### src/rtl/user_id_readout_pkg.sv
// user_id_readout_pkg: shared FSM states, register map and bit positions for the ID readout.
// USER_ID_PARITY_EN appends an even-parity bit to each serial frame.
package user_id_readout_pkg;
  typedef enum logic [1:0] {IDLE, SAMPLE, SHIFT} state_t;
  localparam logic [7:0] ID_OFS   = 8'h00;
  localparam logic [7:0] STAT_OFS = 8'h04;
  localparam int ST_LOCKED = 0;
  localparam int ST_BUSY   = 1;
  localparam int ST_ERR    = 2;
  localparam int ST_PARITY = 3;
  localparam int ST_MM_LSB = 8;
  localparam int CMD_CAPTURE = 0;
  localparam int CMD_SHIFT   = 1;
  localparam int CMD_CLR_ERR = 2;
`ifdef USER_ID_PARITY_EN
  localparam bit PARITY_EN = 1'b1;
`else
  localparam bit PARITY_EN = 1'b0;
`endif
  localparam logic [5:0] LAST_POS = PARITY_EN ? 6'd32 : 6'd31;
endpackage

### src/rtl/user_id_serializer.sv
// user_id_serializer: holds the ID shadow and streams it MSB-first over valid/ready.
// With USER_ID_PARITY_EN the frame carries a trailing even-parity bit.
module user_id_serializer
  import user_id_readout_pkg::*;
(
  input  logic        clk,
  input  logic        rst,
  input  logic        load,
  input  logic [31:0] load_data,
  input  logic        start,
  input  logic        sdo_ready,
  output logic [31:0] shadow,
  output logic        sdo_data,
  output logic        sdo_valid,
  output logic        sdo_last,
  output logic        done
);
  logic [5:0] pos;
  logic       bit_val;
  // pos counts bits sent; ~pos[4:0] maps it to the MSB-first shadow index
  always_comb begin
    bit_val   = pos[5] ? ^shadow : shadow[~pos[4:0]];
    sdo_data  = sdo_valid & bit_val;
    sdo_last  = sdo_valid & (pos == LAST_POS);
    done      = sdo_valid & sdo_ready & sdo_last;
  end
  always_ff @(posedge clk or posedge rst)
    if (rst) begin
      shadow    <= '0;
      pos       <= '0;
      sdo_valid <= 1'b0;
    end else begin
      if (load) shadow <= load_data;
      if (start) begin
        sdo_valid <= 1'b1;
        pos       <= '0;
      end else if (sdo_valid && sdo_ready) begin
        sdo_valid <= !sdo_last;
        pos       <= sdo_last ? 6'd0 : pos + 1'b1;
      end
    end
endmodule

### src/rtl/user_id_readout.sv
// user_id_readout: samples the hard-wired ID until stable, exposes it over Wishbone and a serial port.
// Define USER_ID_PARITY_EN to add a parity bit to the serial frame (reported in STATUS[3]).
module user_id_readout
  import user_id_readout_pkg::*;
#(
  parameter logic [31:0] BASE_ADDR  = 32'h3000_0000,
  parameter int          SAMPLE_CNT = 4,
  parameter int          MISMATCH_W = 8
) (
  input  logic        wb_clk_i,
  input  logic        wb_rst_i,
  input  logic [31:0] mask_rev,
  input  logic        wbs_cyc_i,
  input  logic        wbs_stb_i,
  input  logic        wbs_we_i,
  input  logic [31:0] wbs_adr_i,
  input  logic [31:0] wbs_dat_i,
  output logic [31:0] wbs_dat_o,
  output logic        wbs_ack_o,
  output logic        sdo_data,
  output logic        sdo_valid,
  input  logic        sdo_ready,
  output logic        sdo_last
);
  state_t                state;
  logic                  locked, err, have;
  logic [3:0]            cnt;
  logic [31:0]           prev, shadow, status, rdata;
  logic [MISMATCH_W-1:0] mismatch;
  logic                  req, new_req, wr_stat, cap, shf, clr, busy;
  logic                  start, err_set, same, lock_now, done;
  always_comb begin
    req      = wbs_cyc_i & wbs_stb_i & (wbs_adr_i[31:8] == BASE_ADDR[31:8]);
    new_req  = req & !wbs_ack_o;
    wr_stat  = new_req & wbs_we_i & (wbs_adr_i[7:0] == STAT_OFS);
    cap      = wr_stat & wbs_dat_i[CMD_CAPTURE];
    shf      = wr_stat & wbs_dat_i[CMD_SHIFT];
    clr      = wr_stat & wbs_dat_i[CMD_CLR_ERR];
    busy     = state != IDLE;
    start    = shf & !cap & !busy & locked;
    // capture beats shift; shift needs a lock; nothing is accepted while busy
    err_set  = busy ? (cap | shf) : (shf & (cap | !locked));
    same     = have & (mask_rev == prev);
    lock_now = (state == SAMPLE) & same & (cnt == 4'(SAMPLE_CNT - 1));
    status   = '0;
    status[ST_LOCKED] = locked;
    status[ST_BUSY]   = busy;
    status[ST_ERR]    = err;
    status[ST_PARITY] = PARITY_EN;
    status[ST_MM_LSB +: 8] = 8'(mismatch);
    rdata    = (wbs_adr_i[7:0] == ID_OFS) ? shadow : (wbs_adr_i[7:0] == STAT_OFS) ? status : '0;
  end
  always_ff @(posedge wb_clk_i or posedge wb_rst_i)
    if (wb_rst_i) begin
      state     <= SAMPLE;
      locked    <= 1'b0;
      err       <= 1'b0;
      have      <= 1'b0;
      cnt       <= '0;
      prev      <= '0;
      mismatch  <= '0;
      wbs_ack_o <= 1'b0;
      wbs_dat_o <= '0;
    end else begin
      wbs_ack_o <= new_req;
      wbs_dat_o <= (new_req && !wbs_we_i) ? rdata : '0;
      err       <= err_set | (err & !clr);
      case (state)
        IDLE:
          if (cap) begin
            state  <= SAMPLE;
            locked <= 1'b0;
            have   <= 1'b0;
            cnt    <= '0;
          end else if (start) state <= SHIFT;
        SAMPLE: begin
          // the first sample after entry only seeds prev, so it never counts as a mismatch
          have <= 1'b1;
          prev <= mask_rev;
          if (lock_now) begin
            state  <= IDLE;
            locked <= 1'b1;
            cnt    <= '0;
          end else if (same) cnt <= cnt + 1'b1;
          else if (have) begin
            cnt      <= '0;
            mismatch <= (&mismatch) ? mismatch : mismatch + 1'b1;
          end
        end
        SHIFT: if (done) state <= IDLE;
        default: state <= SAMPLE;
      endcase
    end
  user_id_serializer u_ser (
    .clk       (wb_clk_i),
    .rst       (wb_rst_i),
    .load      (lock_now),
    .load_data (mask_rev),
    .start     (start),
    .sdo_ready (sdo_ready),
    .shadow    (shadow),
    .sdo_data  (sdo_data),
    .sdo_valid (sdo_valid),
    .sdo_last  (sdo_last),
    .done      (done)
  );
endmodule

### config.mk
export PLATFORM = sky130hd
export DESIGN_NAME = user_id_readout
export DESIGN_NICKNAME = d
export VERILOG_FILES = /design/src/rtl/user_id_readout_pkg.sv /design/src/rtl/user_id_serializer.sv /design/src/rtl/user_id_readout.sv
export SDC_FILE = /design/constraint.sdc
export NUM_CORES = 1
export LEC_CHECK = 0
export BUFFER_PORTS_ARGS = -buffer_cell sky130_fd_sc_hd__buf_2
export CORE_ASPECT_RATIO = 2
export CORE_MARGIN = 1.5
export CORE_UTILIZATION = 30
export DETAILED_ROUTE_END_ITERATION = 16
export PLACE_DENSITY = 0.54
export RECOVER_POWER = 50
export SKIP_LAST_GASP = 1
export SLEW_MARGIN = 0
export SYNTH_ARGS = -nofsm -noshare
export SYNTH_HDL_FRONTEND = slang
export SYNTH_SLANG_ARGS = --single-unit
### constraint.sdc
create_clock -name wb_clk_i -period 5.3 [get_ports wb_clk_i]
set_clock_uncertainty 0.15 [all_clocks]
set_input_delay 0.265 -clock wb_clk_i [delete_from_list [all_inputs] [get_ports wb_clk_i]]
set_output_delay 0.265 -clock wb_clk_i [all_outputs]
set_load 0.01 [all_outputs]
======== Word level (Yosys, flattened, before mapping) ========
Cells that the tools add are included.
operators by class
  add/sub/neg operators ................... 3
  multipliers ............................. 0
  divide/modulo/power cells ............... 0
  magnitude comparators ................... 1
  equal/unequal tests ..................... 12
  shifts and indexed selects .............. 0
  mux-type cells .......................... 26
  bitwise operators ....................... 27
  reductions and logical operators ........ 21
operator list
  kind                  count
  $mux 32               2
  $eq 32x32->1          1
  $reduce_xor 32->1     1
  $eq 24x22->1 const B  1
  $and 1x1->1           20
  $mux 6                3
  $mux 16               1
  $mux 4                4
  $reduce_and 3->1      3
  $add 8x1->8 const B   1
  $eq 8x3->1 const B    1
  $logic_not 8->1       1
  $mux 2                4
  $pmux 4 s2            1
  $reduce_and 8->1      1
  $logic_not 1->1       7
  $mux 1                7
  $add 6x1->6 const B   1
  $eq 6x5->1 const B    1
  $lt 5x6->1 const B    1
  $ne 2x2->1 const B    3
  $pmux 2 s3            1
  $reduce_bool 2->1     3
  $bmux 1 s5            1
  14 further kinds      20
word-level totals
  flip-flop bits (word level) ............. 121
  bits in latches ......................... 0
  bits in writable memories ............... 0
  memory bits (read-only) ................. 0
  input bits .............................. 102
  output and inout port bits .............. 36
  word-level logic and storage cells ...... 102
  memories kept ........................... 0

======== Depth between registers and ports, before layout ========
Gate-level depths: netlist of run 1.
  word-level depth ........................ 13
  depth in mapped cells ................... 8

======== Cells and area by module ========
From an unflattened synthesis of run 1, not the netlist that was laid out.
second synthesis, totals
  cells, all modules ...................... 460
  area total of the unflattened synthesis .. 5,845.6 um2
modules (own cells, without submodules)
  module              instances  cells an instance  area an instance (um2)  seq. area each (um2)
  user_id_readout     1          303                3,762.4                 2,053.2
  user_id_serializer  1          157                2,083.2                 975.9

======== Worst setup path before layout of run 1 ========
No wires, ideal clock.
  path kind ............................... reg-to-output
  from .................................... reg u_ser.pos[1]
  to ...................................... out sdo_data
  arrival time ............................ 2.107 ns
  setup slack ............................. 2.778 ns
  cell stages (with the launch flop) ...... 7
  cells stage by stage .................... dfrtp_1 clkbuf_1 mux4_2 mux4_2 mux2_2 o21ai_0 a21oi_1
on the way
  word-level cells in the longest chain between the ends .. 5
ends and longest elaborated chain
  element                       line                      source
  start, declared               user_id_serializer.sv:18  logic [5:0] pos;
  start signal, assigned        user_id_serializer.sv:39  pos <= sdo_last ? 6'd0 : pos + 1'b1;
  $not 5->5                     user_id_serializer.sv:22  bit_val = pos[5] ? ^shadow : shadow[~pos[4:0]];
  $bmux 1 s5                    user_id_serializer.sv:22
  $mux 1 (not written as such)  user_id_serializer.sv:22
  $mux 1                        user_id_serializer.sv:22
  $and 1x1->1                   user_id_serializer.sv:23  sdo_data = sdo_valid & bit_val;
  end, declared                 user_id_readout.sv:20     output logic sdo_data,
Every way passes these cells. The select of a mux whose other input is x is not followed.

==> flow_metrics.tcl, run 1 <==
set metrics [dict create \
    drt-vias-per-instance 4.73 \
    seq_area_mm2 0.00303 \
    synth_ff_type "dfrtp_1" \
    rsz0062_at_grt "false" \
    irDropWorstVdd_mv 0.182 \
    ys.warnings.count 0 \
    p_sw_frac 0.229 \
    worst_slack_ns 1.57 \
    area_growth_pct 28.2 \
    crit_slowest_cell "clkinvlp_2" \
    final.setup.tns_ns 0 \
    utilization 0.394 \
    pwr-share-clk 0.519 \
    avgSynthCellArea_um2 12.6 \
    gp_congestion 0.815 \
    design.die.area_mm2 0.0203 \
    min_path_cells 2 \
    yosys.cell_types.count 45 \
    diodes 0 \
    cts_sinks 121 \
    cp_data_arrival_time_ns 3.80 \
    pwr-share-comb 0.052 \
    drive_gt1_frac 0.306 \
    relSlewSlack -0.739 \
    chipHeight_um 200 \
    violations "max-capacitance violations, max-slew violations" \
    crit_chain "dlygate4sd3_1 -> clkbuf_1 -> clkinvlp_2 -> clkbuf_2" \
    io_buffers 108 \
    clockBufferDepth 2 \
    slew_violations 124 \
    netlist_instances 462 \
    fillCellCount 1849 \
    nets 713 \
    ys_seq_elements 121 \
    placed_cells 812 \
    initial_core_util 0.308 \
    ant_nets 0 \
    synth_seq_area_share 0.520 \
    reg2reg_depth 6 \
    maxCapViolCount 2 \
    cts_htree_levels 4 \
    cpPeakStageDelay_ns 1.44 \
    p_per_area_mw_per_mm2 295 \
    drt_iter0_drc 220 \
    wl_per_cell_um 17.0 \
    multi_input_area_mm2 0.00268 \
    fp.dieW_um 102 \
    dr.pass1.iters 4 \
    async_flop_share 1.00 \
    period_minus_slack_ns 3.73 \
    p_leak_nw 3.42 \
    report.final.setup_viol 0 \
    met1_length_um 5530 \
    place_ws_ns 1.95 \
    tightest_slew_ns 2.59 \
    mappedNetlistArea_mm2 0.00582 \
    core-area_mm2 0.0189 \
    rows 71 \
    remaining_drc_errors 0 \
    critPathKind "in2async" \
    worst_ep_required_time_ns 5.37 \
    critPathMaxFanout 63 \
    finalCritPeriodShare 0.704 \
    grt_usage 0.156 \
    hold_viol_final 0 \
    ios 138 \
    top_layer "met4" \
    overflow 0 \
    detailed_place_hpwl_um 11100 \
    wl_um 14900 \
    crit_path_end_kind "asynchronous set/reset pin" \
    hold_path.class "in2reg" \
    status "finished, violations left" \
    cp-start-kind "primary input" \
    p_int_mw 1.70 \
    switching_power_mw 0.505 \
    synth-edff-count 0 \
    grt_pass1_vias 4408 \
    wl_met2_um 8380 \
    clk_latency_ns 0.42 \
    instances_no_fill 873 \
    power_frac_seq 0.429 \
    root_buffer "clkbuf_16" \
    dr_total_vias 4129 \
    max_freq_mhz 268 \
    cts_setup_buffers 0 \
    cts_tree "built" \
    antenna_found_initial 0 \
    numCtsBuffers 17 \
    clk_pin_slew_ns 0.06 \
    power_mw 2.20 \
    grt_pass1_wl_um 23600 \
    routed-wl-met3_um 477 \
    synth_nets 570 \
    grt_max_degree 64 \
]
==> per-stage QoR <==
stage | hold slack, ns | area (um^2)
finish | 0.0156 | 7460
global route | 0.00569 | 7460
CTS | 0.00324 | 7510
detailed placement | 0.286 | 6630
global placement | 0.271 | 6630
floorplan | 0.250 | 5820
==> final cells by class <==
class	instances	share of cell area
well taps	255	0.0427
clock inverters	14	0.0199
inverters	8	0.00419
clock buffers	18	0.0588
repair buffers	141	0.109
multi-input cells	316	0.359
flip-flops and latches	121	0.406
==> sequential cells by signal, indices dropped and copies added (netlist names) <==
signal and count:
cnt 4, wbs_dat_o 32, wbs_ack_o 1, u_ser.sdo_valid 1, locked 1, prev 32, u_ser.shadow 32, err 1
state 2, mismatch 8, have 1, u_ser.pos 6
==> worst paths after layout <==
path                               from         endpoint  slack (ns)
setup / recovery               wb_rst_i         prev[24]        1.57
hold / removal             mask_rev[21]         prev[21]        0.02
setup reg to reg               prev[17]  u_ser.shadow[2]        2.03
hold reg to reg                     err              err        0.36
max in group wb_clk_i      mask_rev[20]  u_ser.shadow[2]        1.90
min in group asynchronous      wb_rst_i    wbs_dat_o[20]        0.94
==> worst max-delay path: cells and delay by family <==
kind     cells  cell delay [ns]
buf+inv      4             3.46
==> logic make-up (layout without fill, tap and decap cells) <==
group           count (synthesis)  after routing  synth area share
compound gates                 29             29            0.0339
simple gates                  121            121             0.112
mux                            88             88             0.194
buf+inv                        25            181            0.0193
flops                         121            121             0.520
xor+xnor                       72             72             0.108
fa+ha+maj                       6              6            0.0129
==> power groups by stage <==
stage / clock [mW] / sequential (mW) / combinational, mW
CTS: 1.17 / 0.945 / 0.118
detailed placement: 0 / 0.961 / 0.101
floorplan: 0 / 0.960 / 0.0491
global placement: 0 / 0.960 / 0.0988
finish: 1.14 / 0.945 / 0.115
global route: 1.21 / 0.947 / 0.128
==> placed cells by master, fill, tap and decap left out, types with 14 or more instances in the layout <==
master	instances
nor2_1	27
xnor2_1	29
nor4_1	18
nand2_1	14
xor2_1	43
nand3_1	14
buf_2	73
clkbuf_16	17
clkbuf_1	35
dlygate4sd3_1	29
mux2_2	56
and2_1	21
dfrtp_1	120
==> layer usage <==
layer,up-vias,GRT usage
li1,1915,-
met1,2078,0.163
met2,101,0.290
met3,35,0.0313
met4,0,0.0751
met5,-,0
==> synthesized netlist by cell type (2+ instances only) <==
cell / count / area share
ha_1: 6 / 0.013
nor3_1: 5 / 0.0043
or4_1: 3 / 0.0039
o31ai_1: 2 / 0.0026
buf_4: 2 / 0.0026
mux2i_1: 11 / 0.019
mux4_2: 10 / 0.039
nand2_1: 14 / 0.0090
mux2_2: 56 / 0.11
nand4_1: 6 / 0.0064
o21ai_0: 5 / 0.0043
nor2_1: 27 / 0.017
xor2_1: 43 / 0.065
buf_2: 2 / 0.0017
buf_1: 3 / 0.0019
and3_1: 3 / 0.0032
a31oi_1: 3 / 0.0032
a21o_1: 4 / 0.0052
inv_1: 8 / 0.0052
clkbuf_1: 8 / 0.0052
nor4_1: 18 / 0.019
xnor2_1: 29 / 0.044
dfrtp_1: 120 / 0.52
and2_1: 21 / 0.023
nand3_1: 14 / 0.012
nor2b_1: 3 / 0.0032
mux2_4: 10 / 0.026
a21oi_1: 9 / 0.0077
==> repair_timing <==
item                      in CTS  in global routing
gates resized for setup        0                  0
hold buffers                  29                  0
hold endpoints to repair     112                  0
Note: power is estimated with default switching activity, not from simulation.
==> run 2, diff against run 1 <==
==> constraint.sdc (replaced) <==
create_clock -name wb_clk_i -period 3.5 [get_ports wb_clk_i]
set_clock_uncertainty 0.15 [all_clocks]
set_input_delay 0.175 -clock wb_clk_i [delete_from_list [all_inputs] [get_ports wb_clk_i]]
set_output_delay 0.175 -clock wb_clk_i [all_outputs]
set_load 0.01 [all_outputs]
==> run 2 against run 1 <==
Core utilization grew 1.3 points; critical path depth grew 3; final cell count grew 1.8%; combinational power grew 61%; non-clock buffer count grew 16; the flow still finishes with violations (max-capacitance violations, max-slew violations); highest routed layer unchanged; count of clock-buffer cells in the layout is the same; design area grew 3.2%; power grew 63%; clock power grew 73%.
==> flow_metrics.tcl, run 2 (synthesized netlist as in run 1, its figures left out) <==
set metrics [dict create \
    status "finished, violations left" \
    violations "max-capacitance violations, max-slew violations" \
    gp_congestion 0.846 \
    overflow 0 \
    irDropWorstVdd_mv 0.323 \
    design.die.area_mm2 0.0203 \
    grt_pass1_vias 4372 \
    ios 138 \
    clockBufferDepth 2 \
    switching_power_mw 0.785 \
    fp.dieW_um 102 \
    min_from "wbs_dat_i[0]" \
    report.final.setup_viol 0 \
    critPathKind "reg2out" \
    drive_gt1_frac 0.311 \
    rsz0062_at_grt "false" \
    drt_iter0_drc 144 \
    grt_max_degree 64 \
    clk_pin_slew_ns 0.06 \
    pwr-share-comb 0.052 \
    ant_nets 0 \
    root_buffer "clkbuf_16" \
    cpPeakStageDelay_ns 0.57 \
    power_frac_seq 0.399 \
    dr.pass1.iters 6 \
    area_growth_pct 32.3 \
    p_int_mw 2.80 \
    pwr-share-clk 0.549 \
    cts_setup_buffers 0 \
    max_freq_mhz 310 \
    rr_startpoint "u_ser.pos[0]" \
    hold_viol_final 0 \
    chipHeight_um 200 \
    final_cell_mix "120 x dfrtp_1, 74 x buf_2, 56 x mux2_2, 43 x xor2_1, 38 x dlygate4sd3_1" \
    power_mw 3.59 \
    slew_violations 33 \
    io_buffers 108 \
    antenna_found_initial 0 \
    final.setup.tns_ns 0 \
    grt_pass1_wl_um 23100 \
    p_per_area_mw_per_mm2 465 \
    drt-vias-per-instance 4.62 \
    crit_path_end_kind "output port" \
    top_regs "prev x32, u_ser.shadow x32, wbs_dat_o x32" \
    initial_core_util 0.308 \
    p_sw_frac 0.219 \
    cts_tree "built" \
    hold_path.class "in2reg" \
    cpMostUsedCell "mux4_2" \
    period_minus_slack_ns 3.22 \
    crit_slowest_cell "dfrtp_1" \
    wl_per_cell_um 16.5 \
    worst_ep_required_time_ns 3.17 \
    cts_htree_levels 4 \
    crit_chain "buf_4 -> mux4_2 -> mux4_2 -> mux2_2 -> o21ai_0 -> a21oi_1 -> buf_2" \
    cts_sinks 121 \
    final_common_cell "dfrtp_1" \
    clk_latency_ns 0.42 \
    holdWs_ns 0.0420 \
    nets 729 \
    postPlaceCellArea_mm2 0.00671 \
    dr_total_vias 4108 \
    finalCritPeriodShare 0.920 \
    detailed_place_hpwl_um 11000 \
    rows 71 \
    fin_area_mm2 0.00770 \
    critPathMaxFanout 8 \
    relSlewSlack -0.0336 \
    crit_start "u_ser.pos[0]" \
    core-area_mm2 0.0189 \
    cp_data_arrival_time_ns 2.90 \
    maxCapViolCount 1 \
    cp-start-kind "register" \
    diodes 0 \
    numCtsBuffers 17 \
    grt_usage 0.152 \
    tightest_slew_ns 1.54 \
    wl_um 14700 \
    p_leak_nw 3.54 \
    remaining_drc_errors 0 \
]
-- run 2: cell count changes in the layout (fill, tap and decap cells not counted), sizes merged --
cell	delta
clkinvlp	-1
buf	+8
clkbuf	-1
inv	-1
bufinv	+3
dlygate4sd3	+9
clkinv	-1
-- run 2: path summary, 6_finish.rpt --
check,cells after the start,slack (ns),end
setup / recovery,7,0.28,sdo_data
max in group asynchronous,4,0.75,wbs_ack_o
hold / removal,4,0.04,have
setup reg to reg,7,0.63,state[0]
min in group asynchronous,3,0.52,wbs_dat_o[17]
hold reg to reg,1,0.36,err
-- run 2: cell type report --
class | instances | area [um^2]
clock buffer | 18 | 439
fill | 1812 | 11200
inverter | 8 | 31.3
tap | 255 | 319
multi-input combinational | 316 | 2680
sequential | 121 | 3030
clock inverter | 14 | 221
timing repair buffer | 157 | 982
-- run 2: stage by stage --
step                 util  std cells  setup slack [ns]
floorplan               -        462              1.07
global placement    0.355        819             0.660
detailed placement  0.355        819             0.578
CTS                 0.410        889             0.228
global route        0.407        889             0.156
finish              0.407        889             0.279
-- run 2: routing by layer --
metal  vias up  global-route usage  share of wire
met1      2068               0.166           0.38
met4         0              0.0643          0.021
li1       1950                   -              -
met3        19              0.0282          0.028
met5         -                   0              0
met2        71               0.281           0.57
-- run 2: repair_timing --
action	4_1_cts	5_1_grt
hold buffers	38	0
hold endpoints to repair	98	0
gates resized for setup	0	0
-- run 2: power groups by stage --
stage	Clock [mW]	Combinational [mW]	Sequential, mW
after floorplan	0	0.0747	1.45
after global placement	0	0.155	1.45
after detailed placement	0	0.159	1.46
after CTS	2.01	0.191	1.43
after global routing	2.06	0.205	1.43
final	1.97	0.185	1.43
-- run 2: worst max-delay path, delay by kind of cell (launching register included) --
| family | cells | cell delay (ns) |
|---|---|---|
| buf+inv | 2 | 0.39 |
| compound gates | 2 | 0.25 |
| flops | 1 | 0.57 |
| mux | 3 | 1.28 |
==> run 3, diff against run 2 <==
--- a/config.mk
+++ b/config.mk
@@ -16,4 +16,5 @@
 export SLEW_MARGIN = 0
 export SYNTH_ARGS = -nofsm -noshare
 export SYNTH_HDL_FRONTEND = slang
+export SYNTH_HIERARCHICAL = 1
 export SYNTH_SLANG_ARGS = --single-unit
==> run 3 against run 2 <==
The flow still finishes with violations (max-capacitance violations, max-slew violations); design area is 0.68% higher; final cell count is 0.67% higher; fmax is 2.1% lower; clock power hardly changed; worst setup slack worse by 0.069 ns; register-to-register slack worse by 0.13 ns; sequential cell count stayed put; worst hold slack worse by 0.0033 ns; sequential power hardly changed; critical path depth stayed put; count of clock-buffer cells in the layout is 3 higher; first-iteration DRC count is 74% higher; critical path type unchanged; critical endpoint unchanged; largest power group unchanged; highest routed layer unchanged.
==> flow_metrics.tcl, run 3 <==
set metrics [dict create \
    period_minus_slack_ns 3.29 \
    io_buffers 108 \
    tightest_slew_ns 2.29 \
    critPathKind "reg2out" \
    dr.pass1.iters 4 \
    ys.warnings.count 6 \
    clk_latency_ns 0.42 \
    rows 72 \
    wl_met2_um 8730 \
    crit_chain "buf_4 -> mux4_2 -> mux4_2 -> mux2_2 -> o21ai_1 -> a21oi_1 -> buf_2" \
    crit_path_end_kind "output port" \
    chipHeight_um 200 \
    ios 138 \
    status "finished, violations left" \
    nets 731 \
    remaining_drc_errors 0 \
    dr_total_vias 4186 \
    design.die.area_mm2 0.0204 \
    yosys.cell_types.count 49 \
    cp_data_arrival_time_ns 2.97 \
    top_regs "prev x32, u_ser/shadow x32, wbs_dat_o x32" \
    root_buffer "clkbuf_16" \
    fin_area_mm2 0.00776 \
    report.final.setup_viol 0 \
    avgSynthCellArea_um2 12.7 \
    wl_um 15200 \
    overflow 0 \
    p_leak_nw 3.60 \
    violations "max-capacitance violations, max-slew violations" \
    initial_core_util 0.305 \
    cts_resized 0 \
    drive_gt1_frac 0.275 \
    cts_htree_levels 4 \
    cpPeakStageDelay_ns 0.73 \
    final_cell_mix "120 x dfrtp_1, 73 x buf_2, 42 x xor2_1, 41 x dlygate4sd3_1, 39 x clkbuf_1" \
    power_mw 3.57 \
    postPlaceCellArea_mm2 0.00674 \
    rsz0062_at_grt "false" \
    ant_nets 0 \
    wl_per_cell_um 17.0 \
    cp.depth 7 \
    mappedNetlistArea_mm2 0.00585 \
    synthTopCellsByArea "dfrtp_1 51%, mux2_2 7.1%, xor2_1 6.3%, mux2_1 5.8%, xnor2_1 4.5%" \
    synth_seq_area_share 0.518 \
    clockBufferDepth 2 \
    netlist_instances 460 \
    cts_sinks 121 \
    ys_seq_elements 121 \
    cts_tree "built" \
    p_per_area_mw_per_mm2 461 \
    reg2reg_depth 7 \
    synth.most_common_cell "dfrtp_1" \
    routed-wl-met3_um 574 \
    cts_hold_repair.buffers 41 \
    hold_viol_final 0 \
    placed_cells 822 \
    hold_path.class "in2reg" \
    yosysTopAreaCell "dfrtp_1" \
    grt_pass1_wl_um 23700 \
    critPathMaxFanout 11 \
    max_freq_mhz 304 \
    cpMostUsedCell "mux4_2" \
    met1_length_um 5220 \
    crit_slowest_cell "dfrtp_1" \
    min_path_cells 4 \
    diodes 0 \
    maxCapViolCount 2 \
    top_layer "met4" \
    relSlewSlack -0.525 \
    synth_ff_type "dfrtp_1" \
    irDropWorstVdd_mv 0.257 \
    antenna_found_initial 0 \
    cts_setup_buffers 0 \
    synth_top_area_share 0.514 \
    path_delay_family "multiplexers" \
    area_growth_pct 32.7 \
    final_common_cell "dfrtp_1" \
    core-area_mm2 0.0192 \
    worst_ep_required_time_ns 3.17 \
    numCtsBuffers 17 \
    detailed_place_hpwl_um 11500 \
    async_flop_share 1.00 \
    gp_congestion 0.814 \
    finalCritPeriodShare 0.940 \
    drt-vias-per-instance 4.68 \
    fp.dieW_um 102 \
    synth_nets 568 \
    ys_top_cells_by_count "120 x dfrtp_1, 42 x xor2_1, 37 x mux2_2, 30 x mux2_1, 30 x xnor2_1" \
    instances_no_fill 895 \
    final.setup.tns_ns 0 \
    crit_buf_inv 2 \
    slew_violations 87 \
    grt_max_degree 47 \
    clk_pin_slew_ns 0.06 \
    grt_pass1_vias 4627 \
    synth-edff-count 0 \
    cp-start-kind "register" \
    grt_usage 0.158 \
    drt_iter0_drc 251 \
]
## run 3: cell types whose count changed after synthesis, moves of 4 or more
cell and delta:
nor4_1 -9, nand3_1 -7, mux2_2 -19, mux2_1 +29, nor4_2 +7, mux2_4 -10, nand2_1 +5, o211ai_1 +4
## run 3: tightest hold or removal path, delay by kind of cell
| family | cells | cell delay, ns |
|---|---|---|
| AND/OR/NAND/NOR | 2 | 0.19 |
| buffers and inverters | 1 | 0.14 |
| AO/OA/AOI/OAI | 1 | 0.07 |
## run 3: routing by layer
metal	up-vias	GRT usage
li1	1950	-
met1	2069	0.149
met2	133	0.302
met3	34	0.0272
met4	0	0.0918
met5	-	0
## run 3: final timing paths
| kind | start | end | slack, ns |
|---|---|---|---|
| worst min-delay path | wbs_dat_i[0] | have | 0.04 |
| max in group asynchronous | wb_rst_i | prev[4] | 0.74 |
| worst min register to register | mismatch[7] | mismatch[7] | 0.35 |
| min in group asynchronous | wb_rst_i | err | 0.72 |
| worst max register to register | prev[23] | u_ser/shadow[24] | 0.50 |
| worst max-delay path | u_ser/pos[0] | sdo_data | 0.21 |
## run 3: layout make-up
class                   count  area (um^2)
repair buffers            161          986
multi-input cells         313         2720
clock inverters            11          191
clock buffers              21          470
flip-flops and latches    121         3030
inverters                   9         35.0
fillers                  1841        11400
well taps                 259          324
## run 3: report_power, final
group	internal, mW	switching (mW)	total [mW]
logic	0.0944	0.100	0.195
registers	1.42	0.0125	1.43
clock network	1.32	0.628	1.95
## run 3: cells by family (layout without fill, tap and decap cells)
group	after synthesis	after routing	share of synthesized area
AO/OA/AOI/OAI	31	31	0.0364
XOR/XNOR	72	72	0.108
adder cells (fa/ha/maj)	6	6	0.0128
buffers and inverters	26	202	0.0180
flip-flops	121	121	0.518
multiplexers	88	88	0.188
AND/OR/NAND/NOR	116	116	0.118
## run 3: metrics by stage
| step | utilization | hold slack [ns] | setup WS (ns) |
|---|---|---|---|
| CTS | 0.407 | 0.0306 | 0.182 |
| global placement | 0.351 | 0.217 | 0.497 |
| detailed placement | 0.351 | 0.217 | 0.461 |
| global route | 0.404 | 0.0848 | 0.0907 |
| floorplan | - | 0.160 | 0.604 |
| finish | 0.404 | 0.0387 | 0.209 |
